--- src/rtl/nios1_led_pwm_driver.sv ---
// LED pin driver: global PWM brightness and per-bit blink on the PIO pattern.
// Avalon-MM slave with zero wait states holds the brightness and blink setup.
module nios1_led_pwm_driver (
  input  logic        clk,
  input  logic        reset_n,
  input  logic [2:0]  address,
  input  logic        chipselect,
  input  logic        write_n,
  input  logic [31:0] writedata,
  output logic [31:0] readdata,
  input  logic [7:0]  led_in,
  output logic [7:0]  led_out
);

  localparam logic [2:0] A_BRIGHT = 3'd0;
  localparam logic [2:0] A_PRESC  = 3'd1;
  localparam logic [2:0] A_MASK   = 3'd2;
  localparam logic [2:0] A_HALF   = 3'd3;
  localparam logic [2:0] A_STATUS = 3'd4;

  logic [7:0]  bright;
  logic [15:0] prescale;
  logic [7:0]  blink_mask;
  logic [15:0] blink_half;

  logic [15:0] pre_cnt;
  logic [7:0]  pwm_cnt;
  logic [15:0] blk_cnt;
  logic        phase;

  logic wr;
  logic we_bright;
  logic we_presc;
  logic we_mask;
  logic we_half;
  logic resync;

  logic tick;
  logic wrap;
  logic blk_done;
  logic pwm_on;
  logic [7:0] blink_en;

  logic unused_wdata;
  assign unused_wdata = ^writedata[31:16];

  assign wr        = chipselect & ~write_n;
  assign we_bright = wr && (address == A_BRIGHT);
  assign we_presc  = wr && (address == A_PRESC);
  assign we_mask   = wr && (address == A_MASK);
  assign we_half   = wr && (address == A_HALF);
  assign resync    = wr && (address == A_STATUS)
                        && writedata[0];

  always_ff @(posedge clk or negedge reset_n) begin
    if (!reset_n) begin
      bright     <= 8'hFF;
      prescale   <= 16'd0;
      blink_mask <= 8'd0;
      blink_half <= 16'd0;
    end else begin
      if (we_bright) bright     <= writedata[7:0];
      if (we_presc)  prescale   <= writedata[15:0];
      if (we_mask)   blink_mask <= writedata[7:0];
      if (we_half)   blink_half <= writedata[15:0];
    end
  end

  // >= so that shrinking PRESCALE below the count ticks at once
  assign tick     = (pre_cnt >= prescale);
  assign wrap     = tick && (pwm_cnt == 8'hFF);
  assign blk_done = (blk_cnt >= blink_half);

  always_ff @(posedge clk or negedge reset_n) begin
    if (!reset_n) begin
      pre_cnt <= 16'd0;
      pwm_cnt <= 8'd0;
      blk_cnt <= 16'd0;
      phase   <= 1'b1;
    end else if (resync) begin
      pre_cnt <= 16'd0;
      pwm_cnt <= 8'd0;
      blk_cnt <= 16'd0;
      phase   <= 1'b1;
    end else begin
      pre_cnt <= tick ? 16'd0 : pre_cnt + 16'd1;
      if (tick) pwm_cnt <= pwm_cnt + 8'd1;
      if (wrap) begin
        if (blk_done) begin
          blk_cnt <= 16'd0;
          phase   <= ~phase;
        end else begin
          blk_cnt <= blk_cnt + 16'd1;
        end
      end
    end
  end

  assign pwm_on   = (bright == 8'hFF) || (pwm_cnt < bright);
  assign blink_en = ~blink_mask | {8{phase}};

  always_ff @(posedge clk or negedge reset_n) begin
    if (!reset_n) begin
      led_out <= 8'h00;
    end else begin
      led_out <= led_in & {8{pwm_on}} & blink_en;
    end
  end

  always_comb begin
    readdata = 32'd0;
    case (address)
      A_BRIGHT: readdata = {24'd0, bright};
      A_PRESC:  readdata = {16'd0, prescale};
      A_MASK:   readdata = {24'd0, blink_mask};
      A_HALF:   readdata = {16'd0, blink_half};
      A_STATUS: readdata = {16'd0, pwm_cnt, 7'd0, phase};
      default:  readdata = 32'd0;
    endcase
  end

endmodule
--- config.mk ---
export PLATFORM = sky130hd
export DESIGN_NAME = nios1_led_pwm_driver
export DESIGN_NICKNAME = d
export VERILOG_FILES = /design/src/rtl/nios1_led_pwm_driver.sv
export SDC_FILE = /design/constraint.sdc
export NUM_CORES = 1
export LEC_CHECK = 0
export ABC_AREA = 1
export BUFFER_PORTS_ARGS = -buffer_cell sky130_fd_sc_hd__buf_2
export CAP_MARGIN = 20
export CORE_ASPECT_RATIO = 0.75
export CORE_MARGIN = 4
export CORE_UTILIZATION = 52
export DETAILED_ROUTE_END_ITERATION = 8
export PLACE_DENSITY = 0.77
export SYNTH_ARGS = -nofsm -noshare
export SYNTH_HDL_FRONTEND = slang
export SYNTH_SLANG_ARGS = --single-unit
--- constraint.sdc ---
create_clock -name clk -period 1.7 [get_ports clk]
set_input_delay 0.34 -clock clk [delete_from_list [all_inputs] [get_ports clk]]
set_output_delay 0.34 -clock clk [all_outputs]
set_load 0.03 [all_outputs]
Word level (Yosys, flattened, before mapping)
Cells that the tools add are included.
- bits in latches: 0
- word-level logic and storage cells: 52
- memory bits (read-only): 0
- register bits: 97
- memories kept: 0
- RAM bits: 0
- input port bits: 47
- output and inout port bits: 40
- bitwise operators: 7
- equality and inequality tests: 6
- reductions and logical operators: 13
- multiplexer cells: 11
- add/subtract/negate cells: 3
- $lt $le $gt $ge: 3
- shifts and indexed selects: 0
- div/mod/pow operators: 0
- multiply operators: 0
- operators with widths (kind ; number):
    2-to-1 mux 16 bit ; 5
    one-hot mux 16 bit (5 select lines) ; 1
    adder 16 x 1 -> 16 bit (second input constant) ; 2
    >= comparator 16 bit ; 2
    AND 8 bit ; 2
    == test 8 bit (second input constant) ; 2
    2-to-1 mux 8 bit ; 2
    adder 8 x 1 -> 8 bit (second input constant) ; 1
    < comparator 8 bit ; 1
    NOT 8 bit ; 1
    OR 8 bit ; 1
    logical AND 1 bit ; 7
    == test 3 x 2 -> 1 bit (second input constant) ; 2
    nonzero test 2 bit ; 3
    == test 3 x 1 -> 1 bit (second input constant) ; 1
    == test 3 bit (second input constant) ; 1
    logical NOT 3 bit ; 1
    2-to-1 mux 1 bit ; 3
    NOT 1 bit ; 2
    AND reduction 2 bit ; 1
    AND 1 bit ; 1
    logical OR 1 bit ; 1

Longest topological paths before layout
- word-level depth: 6
- depth in mapped cells: 17
- gate-level depth less buffers: 16

Worst setup path after synthesis
No wires, ideal clock.
- path kind: input-to-output
- from: input address[2]
- to: output readdata[4]
- data arrival time: 1.578 ns
- cell stages on the path: 5
- path slack: -0.218 ns
- required time: 1.360 ns
- buffers on the path: 2
- cells stage by stage: buf_4 -> nor3_2 -> inv_1 -> clkbuf_1 -> o2111ai_1
- cells in the longest elaborated chain, start to end: 2
- elaborated cells between the ends (all ways): 6
- classes of those cells: 4 x eq/ne; 1 x mux; 1 x reduce/logical
- RTL lines (item ; RTL line ; text):
    start, declared ; 6 ; input logic [2:0] address,
    == test 3 bit (tied with other cells) ; 112 ; case (address)
    one-hot mux 16 bit (5 select lines) (*) ; 112 ;
    end, declared ; 10 ; output logic [31:0] readdata,
Every way passes the cells marked *; elsewhere a longest branch is shown, timed or not.

Final worst setup path
- from: register prescale[11]
- to: register blk_cnt[9]
- cells in the longest elaborated chain, start to end: 3
- RTL lines (item ; RTL line ; text):
    start, declared ; 22 ; logic [15:0] prescale;
    start signal, assigned ; 63 ; if (we_presc) prescale <= writedata[15:0];
    >= comparator 16 bit ; 70 ; assign tick = (pre_cnt >= prescale);
    logical AND 1 bit ; 71 ; assign wrap = tick && (pwm_cnt == 8'hFF);
    nonzero test 2 bit (no source line) ; - ;
    end signal, assigned ; 93 ; blk_cnt <= blk_cnt + 16'd1;
    end, declared ; 28 ; logic [15:0] blk_cnt;
Every way passes these cells.
A chain may end at the register's enable or synchronous reset.

==> impl_metrics.env <==
export IMPL_final_setup_worst_slack_ns=-0.169
export IMPL_area_growth_pct=37.8
export IMPL_dr_total_vias=5620
export IMPL_r2r_start="prescale[11]"
export IMPL_critPathKind="register to register"
export IMPL_syn_avg_cell_area_sq_um=8.02
export IMPL_drt_iter0_drc=308
export IMPL_r2r_cells=10
export IMPL_grt_pass1_vias=5679
export IMPL_overflow=0
export IMPL_synthMuxAreaShare_pct=0
export IMPL_dr_pass1_iters=5
export IMPL_crit_fanout=10
export IMPL_synthAdderAreaFrac_pct=9.00
export IMPL_drt_total_wl_mm=17.4
export IMPL_yosys_area_share_simple_pct=23.3
export IMPL_vias_per_cell=5.44
export IMPL_finalSetupTns_ns=-4.69
export IMPL_grt_pass1_wl_mm=27.2
export IMPL_hold_violations=0
export IMPL_core_area_sq_um=10900
export IMPL_hp_class="input port to register"
export IMPL_ys_seq_area_share_pct=41.8
export IMPL_synth_area_sq_um=5840
export IMPL_synth_top_family_by_area="simple AND/OR/NAND/NOR gates"
export IMPL_finalMaxSlewViolations=0
export IMPL_crit_chain="inv_1, ha_4, a21oi_1, o21ai_1, a21oi_2, nand2_4, nand2_4, nand2_8, nand3_1, nand2_1"
export IMPL_insertion_delay_ns=0.36
export IMPL_die_w_microns=130
export IMPL_drc=0
export IMPL_crit_path_frequent_cell="nand2_4"
export IMPL_yosysWarnings=0
export IMPL_skew_ns=0.00628
export IMPL_status="complete, but fails checks"
export IMPL_clock_root_buffer="clkbuf_16"
export IMPL_period_share_pct=110
export IMPL_grt_max_degree=45
export IMPL_rsz0062_at_grt="true"
export IMPL_synth_compound_area_share_pct=11.6
export IMPL_slowest_stage="dfrtp_1"
export IMPL_max_freq_mhz=535
export IMPL_cts_tree="done"
export IMPL_p_leak_nw=4.09
export IMPL_syn_instance_count=728
export IMPL_whs_ns=0.214
export IMPL_cp_startpoint="prescale[11]"
export IMPL_drv_cap=0
export IMPL_place_gp_congestion=0.940
export IMPL_dieArea_sq_um=13000
export IMPL_grt_usage_pct=26.6
export IMPL_violations="negative setup slack"
export IMPL_drtAntennaViolNets=0
export IMPL_synthXorXnorAreaFrac_pct=3.15
export IMPL_nets=977
export IMPL_endpoint="blk_cnt[9]"
export IMPL_drive_gt1_share_pct=35.6
export IMPL_ir_drop_mv=0.828
export IMPL_die_y_microns=99.8
export IMPL_num_rows=33
export IMPL_yosys_cell_types_count=36
export IMPL_preCtsSetupSlack_ns=-0.319
export IMPL_start_util_pct=53.3
export IMPL_finalPower_mw=9.03
export IMPL_clock_path_buffers=2
export IMPL_numPortBuffers=54
export IMPL_power_density_nw_per_um2=1120
export IMPL_antenna_found_initial=0
export IMPL_cts_max_level=3
export IMPL_fin_crit_ns=1.87
export IMPL_start_kind="register"
export IMPL_ys_seq_elements=97
export IMPL_reg2reg_slack_ns=-0.17
export IMPL_rr_endpoint="blk_cnt[9]"
export IMPL_crit_arrival_ns=2.12
export IMPL_clock_sinks=97
export IMPL_finalSetupViolCount=43
export IMPL_worstPathRequired_ns=1.95
export IMPL_io_pins=87
export IMPL_end_kind="register"
export IMPL_clk_pin_slew_ns=0.07
export IMPL_dpl_hpwl_mm=12.1
export IMPL_slowest_delay_ns=0.39
export IMPL_diodes=0
export IMPL_cts_buffers=9
export IMPL_wl_per_cell_microns=16.8
-- cells in the mapped netlist --
master       n  area, sq um
nand3_2      3         30.0
nand3_1     35          175
inv_2        8         30.0
nand2_1    182          683
ha_1        42          526
buf_2        7         35.0
o21a_1       2         15.0
clkbuf_1     5         18.8
o21ai_0     49          245
buf_4       18          135
o2111ai_1    7         61.3
xnor2_1      8         70.1
nand4_1     11         68.8
inv_4        1         6.26
nor2_1      37          139
nor4_1       3         18.8
o211ai_1     2         15.0
nand2_4      2         22.5
nor3_2       5         50.1
nand2_2      5         31.3
dfrtp_1     88         2200
nor3_4       2         32.5
nor2_4       1         11.3
conb_1       1         3.75
o221ai_1     6         52.6
nand3_4      1         17.5
nor2_2       8         50.1
a22oi_1      1         7.51
xor2_1      13          114
o21ai_1     19         95.1
o21bai_1     1         7.51
buf_6        4         45.0
a21oi_1     36          180
inv_1      100          375
dfstp_2      9          236
nor3_1       6         30.0
-- state kept, by name, indices dropped and copies added, names as in the netlist --
name        count
blink_half     16
blk_cnt        16
pre_cnt        16
prescale       16
blink_mask      8
bright          8
led_out         8
pwm_cnt         8
phase           1
-- power by group --
group / total, mW / switching, mW / leakage, nW / internal, mW
sequential: 3.20 / 0.374 / 1.24 / 2.82
clock: 2.18 / 1.00 / 0.153 / 1.18
combinational: 3.66 / 2.09 / 2.70 / 1.57
total: 9.03 / 3.46 / 4.09 / 5.57
-- worst min-delay path by stage --
stage	from	endpoint	cells past startpoint	slack, ns
2_1_floorplan	reset_n	blink_half[0]	0	0.04
3_3_place_gp	reset_n	prescale[1]	1	0.26
3_5_place_dp	reset_n	prescale[1]	1	0.26
4_1_cts	led_in[7]	led_out[7]	3	0.21
5_1_grt	led_in[7]	led_out[7]	3	0.24
6_report	led_in[3]	led_out[3]	3	0.21
-- layout make-up --
cell class                      count  area [sq um]
Clock buffer                        9           225
Clock inverter                      7          85.1
Fill cell                         733          2900
Inverter                          109           434
Multi-Input combinational cell    504          3360
Sequential cell                    97          2440
Tap cell                          140           175
Timing Repair Buffer              166          1320
Timing Repair inverter              1          6.26
-- cells in the final DEF (no fill, tap or decap), types with 5 or more instances in the layout --
master / n
nand2_1: 171
buf_4: 103
inv_1: 90
dfrtp_1: 87
o21ai_0: 39
buf_2: 34
nor2_1: 32
ha_1: 30
o21ai_1: 26
nand3_1: 24
a21oi_2: 19
buf_6: 18
a21oi_1: 16
conb_1: 16
inv_2: 15
nand2_2: 14
nand3_2: 14
xor2_1: 13
ha_4: 12
nand4_1: 11
dfstp_2: 9
clkbuf_16: 9
nor2_2: 8
xnor2_1: 8
buf_12: 7
o221ai_2: 6
nor2_4: 6
nor3_2: 6
nor3_4: 5
-- cells by family after synthesis --
family,after synthesis
simple gates,301
fa+ha+maj,42
compound gates,123
buf+inv,143
xor+xnor,21
flops,97
other cells,1
-- worst max-delay path: cells and delay by family, from the launching register on --
family,cells,cell delay [ns]
compound gates,3,0.45
fa+ha+maj,1,0.22
buf+inv,1,0.13
flops,1,0.39
simple gates,5,0.57
-- timing repair --
action | CTS | global route
hold buffers | 1 | 0
pin swaps | 22 | 24
resized for setup | 67 | 82
gates cloned | 1 | 2
setup buffers | 10 | 9
setup endpoints to repair | 53 | 65
hold endpoints to repair | 20 | 0
-- through the flow --
| step | std cells | instance area, sq um | util (%) |
|---|---|---|---|
| CTS | 1023 | 7660 | 70.1 |
| floorplan | 743 | 6040 | - |
| global route | 1033 | 8050 | 73.5 |
| global placement | 995 | 7000 | 64.0 |
| detailed placement | 995 | 7000 | 64.0 |
| finish | 1033 | 8050 | 73.5 |
-- per-layer routing --
metal  part of all wire (%)  GRT usage [%]  up-vias
li1                       -              -     2654
met1                     41           34.0     2684
met2                     49           44.3      241
met3                    7.7           7.57       41
met4                    2.4           7.51        0
met5                      0              0        -
No activity file was read; power rests on OpenSTA's default activity.
